### src/rtl/pipeline_hazard_ctrl.sv
// Pipeline sequencing controller: load-use stall, branch flush and memory-wait freeze.
// Optional performance counters are built only when PIPE_CTRL_PERF_EN is defined.
module pipeline_hazard_ctrl #(
   parameter int unsigned FLUSH_CYCLES = 1,
   parameter int unsigned MEM_TIMEOUT  = 255
) (
   input  logic        clk,
   input  logic        reset_n,
   input  logic        idex_memread,
   input  logic [4:0]  idex_rt,
   input  logic [4:0]  ifid_rs,
   input  logic [4:0]  ifid_rt,
   input  logic        ifid_uses_rt,
   input  logic        branch_taken,
   input  logic        mem_busy,
   output logic        pc_write,
   output logic        ifid_write,
   output logic        ifid_flush,
   output logic        idex_write,
   output logic        idex_bubble,
   output logic        mem_timeout,
   output logic [1:0]  state,
   output logic [15:0] stall_cnt,
   output logic [15:0] flush_cnt
);

   typedef enum logic [1:0] {
      RUN     = 2'd0,
      MWAIT   = 2'd1,
      FLUSH   = 2'd2,
      ILLEGAL = 2'd3
   } state_t;

   localparam logic [3:0] FLUSH_INIT  = 4'(FLUSH_CYCLES - 1);
   localparam logic [7:0] TIMEOUT_V   = 8'(MEM_TIMEOUT);
   localparam bit         MULTI_FLUSH = (FLUSH_CYCLES > 1);

   state_t     st;
   logic [7:0] wait_cnt;
   logic [7:0] wait_nxt;
   logic [3:0] flush_left;
   logic       load_use;
   logic       take_branch;
   logic       take_stall;

   assign state = st;

   assign load_use = idex_memread & (idex_rt != 5'd0) &
                     ((idex_rt == ifid_rs) | (ifid_uses_rt & (idex_rt == ifid_rt)));

   // Entering a wait from RUN/FLUSH counts as the first wait cycle.
   assign wait_nxt = (st != MWAIT)       ? 8'd1 :
                     (wait_cnt == 8'hFF) ? 8'hFF : wait_cnt + 8'd1;

   always_comb begin
      pc_write    = 1'b0;
      ifid_write  = 1'b0;
      ifid_flush  = 1'b0;
      idex_write  = 1'b0;
      idex_bubble = 1'b0;
      take_branch = 1'b0;
      take_stall  = 1'b0;
      if (reset_n && !mem_busy) begin
         case (st)
            RUN, MWAIT: begin
               if (branch_taken) begin
                  pc_write    = 1'b1;
                  ifid_write  = 1'b1;
                  idex_write  = 1'b1;
                  ifid_flush  = 1'b1;
                  idex_bubble = 1'b1;
                  take_branch = 1'b1;
               end else if (load_use) begin
                  idex_write  = 1'b1;
                  idex_bubble = 1'b1;
                  take_stall  = 1'b1;
               end else begin
                  pc_write   = 1'b1;
                  ifid_write = 1'b1;
                  idex_write = 1'b1;
               end
            end
            FLUSH: begin
               pc_write    = 1'b1;
               ifid_write  = 1'b1;
               idex_write  = 1'b1;
               ifid_flush  = 1'b1;
               idex_bubble = 1'b1;
            end
            default: ;
         endcase
      end
   end

   always_ff @(posedge clk or negedge reset_n) begin
      if (!reset_n) begin
         st          <= RUN;
         wait_cnt    <= '0;
         flush_left  <= '0;
         mem_timeout <= 1'b0;
      end else if (st == ILLEGAL) begin
         st         <= RUN;
         wait_cnt   <= '0;
         flush_left <= '0;
      end else if (mem_busy) begin
         st         <= MWAIT;
         wait_cnt   <= wait_nxt;
         flush_left <= '0;
         if (wait_nxt == TIMEOUT_V)
            mem_timeout <= 1'b1;
      end else begin
         wait_cnt <= '0;
         if (st == FLUSH) begin
            if (flush_left <= 4'd1) begin
               st         <= RUN;
               flush_left <= '0;
            end else begin
               flush_left <= flush_left - 4'd1;
            end
         end else if (take_branch) begin
            st         <= MULTI_FLUSH ? FLUSH : RUN;
            flush_left <= FLUSH_INIT;
         end else begin
            st <= RUN;
         end
      end
   end

`ifdef PIPE_CTRL_PERF_EN
   logic [15:0] stall_q;
   logic [15:0] flush_q;

   always_ff @(posedge clk or negedge reset_n) begin
      if (!reset_n) begin
         stall_q <= '0;
         flush_q <= '0;
      end else begin
         if (take_stall && stall_q != '1)
            stall_q <= stall_q + 16'd1;
         if (take_branch && flush_q != '1)
            flush_q <= flush_q + 16'd1;
      end
   end

   assign stall_cnt = stall_q;
   assign flush_cnt = flush_q;
`else
   logic unused_perf;
   assign unused_perf = take_stall;
   assign stall_cnt   = '0;
   assign flush_cnt   = '0;
`endif

endmodule

### config.mk
export PLATFORM = sky130hd
export DESIGN_NAME = pipeline_hazard_ctrl
export DESIGN_NICKNAME = d
export VERILOG_FILES = /design/src/rtl/pipeline_hazard_ctrl.sv
export SDC_FILE = /design/constraint.sdc
export NUM_CORES = 1
export LEC_CHECK = 0
export ABC_AREA = 1
export CORE_AREA = 8 8 61 63
export DETAILED_ROUTE_END_ITERATION = 16
export DIE_AREA = 0 0 69 71
export GPL_ROUTABILITY_DRIVEN = 0
export GPL_TIMING_DRIVEN = 0
export PLACE_DENSITY = 0.92
export SYNTH_ARGS = -nofsm -noshare
export SYNTH_HDL_FRONTEND = slang
export SYNTH_SLANG_ARGS = --single-unit
### constraint.sdc
create_clock -name clk -period 3.7 [get_ports clk]
set_input_delay 0.74 -clock clk [delete_from_list [all_inputs] [get_ports clk]]
set_output_delay 0.74 -clock clk [all_outputs]
set_load 0.05 [all_outputs]
==> metrics.md, run 1 <==
| Metric | Value |
|---|---|
| Die Area | 4899 µm² |
| Hold Crit Endpoint | mem_timeout$_DFFE_PN0P_ |
| Clk_skew | 0.001171 ns |
| Largest area contributor in the synthesized netlist | buf_4 |
| Worst hold stages | 2 |
| Crit Reg-Reg Startpoint | wait_cnt[0]$_DFF_PN0_ |
| Max Freq | 0.2875 GHz |
| Port bufs | 27 |
| Synth Area in Simple Gates | 32.15% |
| Top_reg_cell synth | dfrtp_1 |
| Final Util | 54.61% |
| Post-place setup slack | -0.04862 ns |
| Run status | completed |
| Worst-path clk slew | 0.07 ns |
| Met3 Usage GRT | 2.797% |
| Synthesized instance count | 166 |
| Core area | 2853 µm² |
| Vias in the first global route | 1069 |
| Sequential Power Share | between 20 and 30% |
| Clk_lat worst skew | 0.27 ns |
| Slew @ Worst Pin | 0.5258 ns |
| XOR/XNOR Fraction of Synth Area | under 10% |
| Grt met2 use | 20.29% |
| Combinational fraction of design power | 45.3% |
| Mux cell area share after synthesis | 0% |
| Rows | 20 |
| Cell mode on critical path | nand2_1 |
| Vias per cell | roughly 3.9 |
| Share of post-route cells with drive strength above 1 | 22.71% |
| PwrDens | 250.7 nW/µm² |
| Number of synthesized register bits | 10 |
| Vias | between 1000 and 1500 |
| I/O pin cnt | just over 60 |
| Critical Path RT | 2.96 ns |
| RSZ-0062 raised after global routing | false |
| Synth top cells by count | 38 x nand2_1, 34 x buf_4, 27 x inv_1 |
| Power Internal | 230.5 µW |
| Fin crit share | a little over nine tenths |
| Maxcap violations | 0 |
| Kind of critical path | in -> out |
| Number of flops mapped to enable cells by yosys | 0 |
| Placed instance count | 258 |
| Slew Viols, Final | 0 |
| Fill cells | approximately 270 |
| Root Driver | clkbuf_4 |
| Crit path max-delay cell type | clkdlybuf4s50_1 |
| DRC | 0 |
| Final ANT Viol Nets | 0 |
| Setup ws final | 0.2213 ns |
| Total track usage | 10.63% |
| Final non-filler cell total | 262 |
| Synth Area per Inst | 6.565 µm² |
| R2R cell count | 10 |
| Detailed Route WL | about 2.5 mm |
| Finish-stage setup viols | 0 |
| Mapped Area | 1090 µm² |
| CP Launch Type | primary input |
| R2r setup slk | 2.15 ns |
| Clock Sinks | 10 |
| Pre-Repair DR Iteration Count | 4 |
| Die width | 69 µm |
| DR WL/cell | 9.454 µm |
| Min-delay src | mem_timeout$_DFFE_PN0P_ |
| Max H-tree Level | 1 |
| Initial core utilization | 38.20% |
| Largest stage delay on the critical path | 0.69 ns |
| Worst slew margin | 64.84% |
| Worst-path fanout max | 3 |
| Seq/Total Area, Yosys | 22.96% |
| Hold buffer count at cts | 0 |
| Fin Hold WS | 0.4855 ns |
| Detail Placement HPWL | 2.230 mm |
| Area contributors post-synth | buf_4 23%, dfrtp_1 23%, nand2_1 13%, inv_1 9.3%, nand3_1 5.1% |
| Layout area overhead | 42.94% |
| Diodes inserted | 0 |
| Post-synth cell types | 22 |
| Power share of the clock group | 25.7% |
| Most numerous cell in the Yosys netlist | nand2_1 |
| Worst reg2reg endpoint | mem_timeout$_DFFE_PN0P_ |
| Global route hottest layer | met2 |
| Final Hold Vio Count | 0 |
| Clock tree buffer depth | 2 |
| Area share of the largest cell type after synthesis | 23.42% |
| Adder-cell share of the synthesized area | about 1.1% |
| Initial antenna violation count | 0 |
| Endpoint class of the critical path | primary output |
| TritonCTS buffer count | 3 |
| TritonCTS clock tree | done |
| Yosys Warn Count | 0 |
| Main combinational cell family by area after synthesis | buffers and inverters |
| CP arrival | 2.74 ns |
| DRT iter0 DRCs | 47 |
| Compound-Gate Fraction of Synth Area | 5.052% |
| CP Cell Sequence | clkdlybuf4s50_1 > inv_1 > nand2_1 > nand2_1 > nor2_1 > nand3_1 > nand2_1 > nand2_1 > nand2_1 > nand2_1 > buf_4 > clkdlybuf4s50_1 |
| Met1 usage | 9.677% |
| Gr ovfl total | 0 |
| LEAKAGE | 0.0009302 µW |
| Sw Share | just over 40% |
| Largest net degree at the start of global routing | 12 |
| NetSw | between 150 and 200 µW |
| First-pass GRT wire length | 4.429 mm |
| Worst hold path type | reg -> reg |
| # nets final | 252 |
| Die Ht | 71 µm |
| Max IR drop VDD | about 0.17 mV |
| Post-synth ARST share | 100.0% |
| Tmin final | around 3.5 ns |
## per-stage QoR
stage	total power (µW)	TNS [ns]	area [µm²]
2_1_floorplan	252.6	0	1210
3_3_place_gp	289.0	-0.002613	1521
3_5_place_dp	290.7	-0.04862	1521
4_1_cts	390.7	0	1556
5_1_grt	410.0	0	1558
6_report	390.6	0	1558
## what timing repair did
action / 4_1_cts / 5_1_grt
gates resized for setup: 1 / 1
endpoints found under the hold margin: 0 / 0
gates cloned: 0 / 0
setup buffers: 0 / 0
setup endpoints to repair: 1 / 1
## layer usage
| layer | vias to the layer above | part of all wire [%] |
|---|---|---|
| li1 | 560 | - |
| met1 | 434 | 36 |
| met2 | 33 | 56 |
| met3 | 5 | 5.7 |
| met4 | 0 | 2.3 |
| met5 | - | 0 |
## sequential cells by signal (all words and copies together) (netlist names)
register,flops
wait_cnt,8
state,1
mem_timeout,1
## cells in the final DEF (no fill, tap or decap)
cell	n
a21oi_1	5
a31oi_1	1
buf_4	34
buf_6	2
clkbuf_4	3
clkbuf_8	1
clkdlybuf4s15_1	1
clkdlybuf4s50_1	26
conb_1	33
dfrtp_1	10
ha_1	1
inv_1	27
inv_2	1
nand2_1	38
nand2_2	4
nand2_4	1
nand3_1	11
nand3_2	1
nand4_1	3
nor2_1	14
nor2_2	2
nor2_4	2
o21ai_0	3
o21ai_2	1
xnor2_1	2
xor2_1	2
## logic make-up (layout without fill, tap and decap cells)
family	after synthesis	in the layout
fa+ha+maj	1	1
buf+inv	64	95
xor+xnor	4	4
simple gates	76	76
flops	10	10
other cells	1	33
compound gates	10	10
## worst max-delay path: cells and delay by family
| family | cells | cell delay, ns |
|---|---|---|
| buf+inv | 4 | 1.40 |
| simple gates | 8 | 0.58 |
## layout make-up
| cell class | instances | area [µm²] | area share [%] |
|---|---|---|---|
| well taps | 33 | 41.29 | 2.651 |
| clock buffers | 4 | 36.28 | 2.329 |
| plain buffers | 36 | 277.8 | 17.83 |
| inverters | 28 | 105.1 | 6.747 |
| repair buffers | 27 | 270.3 | 17.35 |
| multi-input cells | 124 | 576.8 | 37.03 |
| flip-flops and latches | 10 | 250.2 | 16.06 |
## worst max-delay path by stage
| stage | slack (ns) | endpoint | from | cells after the start |
|---|---|---|---|---|
| 6_report | 0.22 | pc_write | idex_rt[2] | 12 |
| 5_1_grt | 0.01 | pc_write | reset_n | 7 |
| 4_1_cts | 0.21 | pc_write | idex_rt[3] | 11 |
| 3_5_place_dp | -0.05 | pc_write | reset_n | 7 |
| 3_3_place_gp | -0.003 | pc_write | reset_n | 7 |
| 2_1_floorplan | 0.56 | pc_write | reset_n | 5 |
## power groups by stage
stage | registers [µW] | logic, µW | clock network, µW
2_1_floorplan | 117 | 135 | 0
3_3_place_gp | 116 | 173 | 0
3_5_place_dp | 116 | 175 | 0
4_1_cts | 114 | 175 | 102
5_1_grt | 114 | 189 | 107
6_report | 114 | 177 | 100
No activity file was read; power rests on OpenSTA's default activity.
==> run 2: changes to the inputs <==
Settings changed: ABC_AREA 1 to unset, CAP_MARGIN set to 40, CORE_AREA 8 8 61 63 to 8 8 58 60, DIE_AREA 0 0 69 71 to 0 0 66 68, PLACE_DENSITY 0.92 to 0.94.
==> run 2 against run 1 <==
Against the previous run:
- non-clock buffer count shrank 1
- largest cell class is now non-clock buffers
- first-iteration DRC count shrank 57%
- fmax shrank 3.2%
- synthesized area shrank 14%
- flip-flop and latch count is the same
- final cell count shrank 22%
- wire length shrank 11%
- global-route usage shrank 1.3 points
- critical path depth shrank 5
- via count shrank 21%
- die area shrank 8.4%
- synthesized cell count shrank 33%
==> metrics.md, run 2 <==
| Metric | Value |
|---|---|
| Post-synth ARST share | 100.0% (unchanged) |
| Max IR drop VDD | 0.1900 mV (+10%) |
| Clock Sinks | 10 (unchanged) |
| Slew @ Worst Pin | 0.5220 ns (-0.003762 ns) |
| Tmin final | 3.595 ns (+0.1159 ns) |
| Diodes inserted | 0 (unchanged) |
| Vias per cell | 3.995 (+1.4%) |
| Setup_tns | 0 ns (unchanged) |
| Most numerous cell in the Yosys netlist | buf_4 |
| Crit Reg-Reg Startpoint | wait_cnt[0]$_DFF_PN0_ |
| Leading cell types in the layout, fill and taps excluded | 34 x buf_4, 33 x conb_1, 24 x clkdlybuf4s50_1 |
| Fill cells | 251 (-7.7%) |
| Synth top cells by count | 34 x buf_4, 10 x dfrtp_1, 9 x xor2_1 |
| Post-place setup slack | -0.1867 ns (-0.1381 ns) |
| Detailed Route WL | 2.203 mm (-11%) |
| Root Driver | clkbuf_4 |
| Largest register FFs | 8 (unchanged) |
| CP Launch Type | primary input |
| Hold buffer count at cts | 0 (unchanged) |
| Area share of the largest cell type after synthesis | 27.35% (+3.9 points) |
| Largest area contributor in the synthesized netlist | buf_4 |
| Grt met2 use | 19.00% (-1.3 points) |
| Finish-stage setup viols | 0 (unchanged) |
| Area contributors post-synth | buf_4 27%, dfrtp_1 27%, xor2_1 8.4%, xnor2_1 3.8%, a21oi_1 3.2% |
| First-pass GRT wire length | 3.332 mm (-25%) |
| Met1 usage | 9.342% (-0.34 points) |
| Number of flops mapped to enable cells by yosys | 0 (unchanged) |
| Global route hottest layer | met2 |
| Maxcap violations | 0 (unchanged) |
| Core area | 2567 µm² (-10%) |
| Met3 Usage GRT | 1.637% (-1.2 points) |
| Final ANT Viol Nets | 0 (unchanged) |
| Total track usage | 9.375% (-1.3 points) |
| LEAKAGE | 0.0006889 µW (-26%) |
| DR WL/cell | 10.80 µm (+14%) |
| Worst hold path type | reg -> reg |
| Post-DP Area | 1363 µm² (-10%) |
| Slew Viols, Final | 0 (unchanged) |
| Yosys Warn Count | 0 (unchanged) |
| RSZ-0062 raised after global routing | false |
| Die width | 66 µm (-4.3%) |
| Max H-tree Level | 1 (unchanged) |
| Initial antenna violation count | 0 (unchanged) |
| Top_reg_cell synth | dfrtp_1 |
| CP arrival | 2.85 ns (+0.11 ns) |
| Post-synth cell types | 31 (+41%) |
| Final Hold Vio Count | 0 (unchanged) |
| Number of synthesized register bits | 10 (unchanged) |
| Kind of critical path | in -> out |
| Most common cell after layout, fill and taps aside | buf_4 |
| Rows | 19 (-5.0%) |
| Setup ws final | 0.1054 ns (-0.1159 ns) |
| Post-CTS Setup Repair Bufs | 0 (unchanged) |
| DRC | 0 (unchanged) |
| DRT iter0 DRCs | 20 (-57%) |
| Critical Path RT | 2.96 ns (about the same) |
| PwrDens | 254.4 nW/µm² (+1.5%) |
| Detail Placement HPWL | 1.954 mm (-12%) |
| TritonCTS clock tree | done |
| Worst-path clk slew | 0.06 ns (about the same) |
| Endpoint class of the critical path | primary output |
| Vias in the first global route | 784 (-27%) |
| Mapped Area | 933.4 µm² (-14%) |
| Design area | 1381 µm² (-11%) |
| Die Ht | 68 µm (-4.2%) |
| CP Launch Point | idex_rt[2] |
| Synthesized instance count | 111 (-33%) |
| Worst-path fanout max | 3 (unchanged) |
| Min-delay src | mem_timeout$_DFFE_PN0P_ |
| Clk_skew | 0.004009 ns (+0.002838 ns) |
| Max Freq | 0.2782 GHz (-3.2%) |
| Vias | 815 (-21%) |
| Fin crit share | 97.15% (+3.1 points) |
| I/O pin cnt | 61 (unchanged) |
| Clock tree buffer depth | 2 (unchanged) |
| Clk_lat worst skew | 0.26 ns (about the same) |
| Die Area | 4488 µm² (-8.4%) |
| Final Util | 53.80% (-0.80 points) |
| Layout area overhead | 47.99% |
| Worst slew margin | 65.09% (+0.25 points) |
| Gr ovfl total | 0 (unchanged) |
| TritonCTS buffer count | 3 (unchanged) |
| # nets final | 197 (-22%) |
| Fin Hold WS | 0.4576 ns (-0.02790 ns) |
| Run status | completed |
| Port bufs | 27 (unchanged) |
| Seq/Total Area, Yosys | 26.81% (+3.8 points) |
| Largest net degree at the start of global routing | 12 (unchanged) |
| Share of post-route cells with drive strength above 1 | 24.86% (+2.1 points) |
| Synth Area per Inst | 8.409 µm² (+28%) |
| Most flop-heavy register | wait_cnt |
| Initial core utilization | 36.35% (-1.8 points) |
| Pre-Repair DR Iteration Count | 4 (unchanged) |
run 2: cell type report:
| cell class | instances | area [µm²] | share of cell area (%) |
|---|---|---|---|
| plain buffers | 35 | 260.3 | 18.84 |
| clock buffers | 3 | 22.52 | 1.630 |
| inverters | 5 | 18.77 | 1.359 |
| multi-input cells | 93 | 524.3 | 37.95 |
| flip-flops and latches | 10 | 250.2 | 18.12 |
| well taps | 31 | 38.79 | 2.808 |
| repair buffers | 27 | 266.5 | 19.29 |
run 2: worst paths after layout:
kind                                      endpoint  slack [ns]  cells past startpoint
setup / recovery                          pc_write        0.11                      7
hold / removal             mem_timeout$_DFFE_PN0P_        0.46                      2
setup reg to reg           mem_timeout$_DFFE_PN0P_        1.84                      6
hold reg to reg            mem_timeout$_DFFE_PN0P_        0.46                      2
max in group asynchronous    wait_cnt[5]$_DFF_PN0_        2.56                      1
min in group asynchronous    wait_cnt[2]$_DFF_PN0_        0.80                      1
run 2: what timing repair did:
action | CTS | global route
gates resized for setup | 3 | 0
hold endpoints to repair | 0 | 0
endpoints found under the setup margin | 3 | 0
run 2: kinds of logic after synthesis:
family	synth area share (%)
buffers and inverters	29.89
and+or+nand+nor	18.50
AOI/OAI and AO/OA	10.86
xor gates and xnor gates	12.20
DFF	26.81
adders and majority gates	1.340
other	0.4018
run 2: stage by stage:
step,power [µW],cells
floorplan,243.7,143
global placement,279.1,201
detailed placement,280.1,201
CTS,351.4,204
global route,369.0,204
finish,351.4,204
run 2: report_power, final:
| group | total (µW) | switching [µW] | leakage, µW | internal, µW |
|---|---|---|---|---|
| Sequential | 114 | 2.41 | 0.000130 | 111 |
| Clock | 72.7 | 35.2 | 0.0000138 | 37.5 |
| Combinational | 165 | 108 | 0.000545 | 56.5 |
run 2: worst max-delay path: stages:
cell and delay, ns:
clkdlybuf4s50_1 0.49, or4_1 0.53, o21ai_0 0.17, a21oi_1 0.09, a21boi_1 0.18, buf_4 0.13
dlygate4sd2_1 0.53
run 2: metal layers:
metal	wire length [µm]	vias up
li1	-	425
met1	824	361
met2	1250	27
met3	112	2
met4	15	0
met5	0	-
==> run 3: changes to the inputs <==
Settings changed: CORE_AREA 8 8 58 60 to 8 8 49 51, DIE_AREA 0 0 66 68 to 0 0 57 59, DONT_BUFFER_PORTS set to 1, PLACE_DENSITY 0.94 to 0.82.
==> run 3 against run 2 <==
Against the previous run:
- design area fell by 19%
- clock skew is 0.0012 ns higher
- via count decreased by 6.6%
- critical path depth down 2
- combinational power decreased by 19%
- clock-buffer cell count unchanged
- clock power up 3.2%
- final cell count is 19% lower
- flip-flop and latch count unchanged
- largest power group unchanged
==> metrics.md, run 3 (synthesized netlist as in run 2, its figures left out) <==
| Metric | Value |
|---|---|
| Post-CTS Resized | 0 (-3) |
| PwrDens | 292.1 nW/µm² (+15%) |
| Core area | 1652 µm² (-36%) |
| Maxcap violations | 0 (unchanged) |
| Clk_skew | 0.005211 ns (+0.001202 ns) |
| Crit path max-delay cell type | o21a_1 |
| LEAKAGE | 0.0005844 µW (-15%) |
| Largest net degree at the start of global routing | 12 (unchanged) |
| Area occupied by multi-input gates | 524.3 µm² (unchanged) |
| Max Freq | 0.3766 GHz (+35%) |
| Largest stage delay on the critical path | 0.45 ns (-0.08 ns) |
| Port bufs | 0 (-100%) |
| CP Launch Type | primary input |
| Buf/Inv on CP | 0 (-3) |
| Clock Sinks | 10 (unchanged) |
| Max H-tree Level | 1 (unchanged) |
| Critical Path RT | 2.96 ns (about the same) |
| Vias per cell | 4.612 (+15%) |
| Fin Hold WS | 0.1584 ns (-0.2993 ns) |
| Setup_tns | 0 ns (unchanged) |
| Slew Viols, Final | 0 (unchanged) |
| Root Driver | clkbuf_4 |
| CP arrival | 1.92 ns (-0.93 ns) |
| Detailed Route WL | 2.165 mm (-1.7%) |
| First-pass GRT wire length | 3.484 mm (+4.6%) |
| # nets final | 172 (-13%) |
| DR WL/cell | 13.12 µm (+22%) |
| Rows | 15 (-4) |
| RSZ-0062 raised after global routing | false |
| Layout area overhead | 19.17% |
| Max IR drop VDD | 0.2297 mV (+21%) |
| Kind of critical path | in -> out |
| Post-CTS Setup Repair Bufs | 0 (unchanged) |
| TritonCTS clock tree | done |
| Tmin final | 2.656 ns (-0.9390 ns) |
| Post-place setup slack | 1.026 ns (+1.213 ns) |
| Largest register FFs | 8 (unchanged) |
| CP Cell Sequence | xor2_1 > nor4_1 > nand3_1 > a21oi_1 > o21a_1 |
| Die Area | 3363 µm² (-25%) |
| Final Hold Vio Count | 0 (unchanged) |
| Initial core utilization | 56.52% (+20 points) |
| Detail Placement HPWL | 1.919 mm (-1.8%) |
| Most flop-heavy register | wait_cnt |
| Final ANT Viol Nets | 0 (unchanged) |
| Leading cell types in the layout, fill and taps excluded | 36 x buf_4, 33 x conb_1, 10 x dfrtp_1 |
| Finish-stage setup viols | 0 (unchanged) |
| Design area | 1112 µm² (-19%) |
| Run status | completed |
| Worst hold path type | in -> async |
| Setup ws final | 1.044 ns (+0.9390 ns) |
| Crit Reg-Reg Startpoint | wait_cnt[0]$_DFF_PN0_ |
| Fin crit share | 71.78% (-25 points) |
| Post-DP Area | 1090 µm² (-20%) |
| Total track usage | 12.95% (+3.6 points) |
| Gr ovfl total | 0 (unchanged) |
| CP Launch Point | idex_rt[4] |
| Fill cells | 145 (-42%) |
| Vias in the first global route | 699 (-11%) |
| Initial antenna violation count | 0 (unchanged) |
| Endpoint class of the critical path | primary output |
| Pre-Repair DR Iteration Count | 4 (unchanged) |
| Most common cell after layout, fill and taps aside | buf_4 |
| Vias | 761 (-6.6%) |
| Worst-path fanout max | 3 (unchanged) |
| I/O pin cnt | 61 (unchanged) |
| Die Ht | 59 µm (-13%) |
| Clk_lat worst skew | 0.27 ns (about the same) |
| FF/Latch Area | 250.2 µm² (unchanged) |
| Share of post-route cells with drive strength above 1 | 30.41% (+5.5 points) |
| Die width | 57 µm (-14%) |
| TritonCTS buffer count | 3 (unchanged) |
| Clock tree buffer depth | 2 (unchanged) |
| Hold buffer count at cts | 0 (unchanged) |
| Diodes inserted | 0 (unchanged) |
| Worst-path clk slew | 0.06 ns (about the same) |
| Cell family with most CP delay | compound AO/OA/AOI/OAI gates |
| Tot Pwr | 324.9 µW (-7.5%) |
| DRC | 0 (unchanged) |
| DRT iter0 DRCs | 6 (-70%) |
==> run 3: layout make-up <==
cell class	instances	share of cell area, %
multi-input cells	93	47.13
flip-flops and latches	10	22.50
plain buffers	35	23.40
well taps	17	1.912
inverters	5	1.687
clock buffers	3	2.025
repair buffers	2	1.350
==> run 3: final timing paths <==
check / end / slack (ns) / depth (start not counted)
hold reg to reg: wait_cnt[0]$_DFF_PN0_ / 0.60 / 1
max in group asynchronous: wait_cnt[5]$_DFF_PN0_ / 3.47 / 0
setup reg to reg: mem_timeout$_DFFE_PN0P_ / 1.80 / 6
hold / removal: wait_cnt[1]$_DFF_PN0_ / 0.16 / 0
min in group clk: state[0]$_DFF_PN0_ / 0.49 / 0
setup / recovery: idex_bubble / 1.04 / 5
==> run 3: metrics by stage <==
step | utilization, % | cells
floorplan | - | 143
global placement | 65.08 | 160
detailed placement | 65.98 | 162
CTS | 67.35 | 165
global route | 67.35 | 165
finish | 67.35 | 165
==> run 3: power by group <==
group / internal, µW / total, µW / switching [µW]
Combinational: 36.0 / 134 / 97.8
Sequential: 111 / 116 / 4.79
Clock: 37.6 / 75.0 / 37.4
==> run 3: per-layer routing <==
layer | vias up | part of all wire, % | GRT usage, %
li1 | 380 | - | -
met1 | 333 | 36 | 13.05
met2 | 43 | 50 | 21.71
met3 | 5 | 12 | 6.009
met4 | 0 | 1.8 | 7.047
met5 | - | 0 | 0
==> run 3: worst reg2reg max path, cell delays in order (launching register included) <==
cell	delay [ns]
dfrtp_1	0.45
ha_1	0.30
nand3_2	0.11
nor2_1	0.06
and3b_2	0.20
or3_4	0.33
o41ai_2	0.34
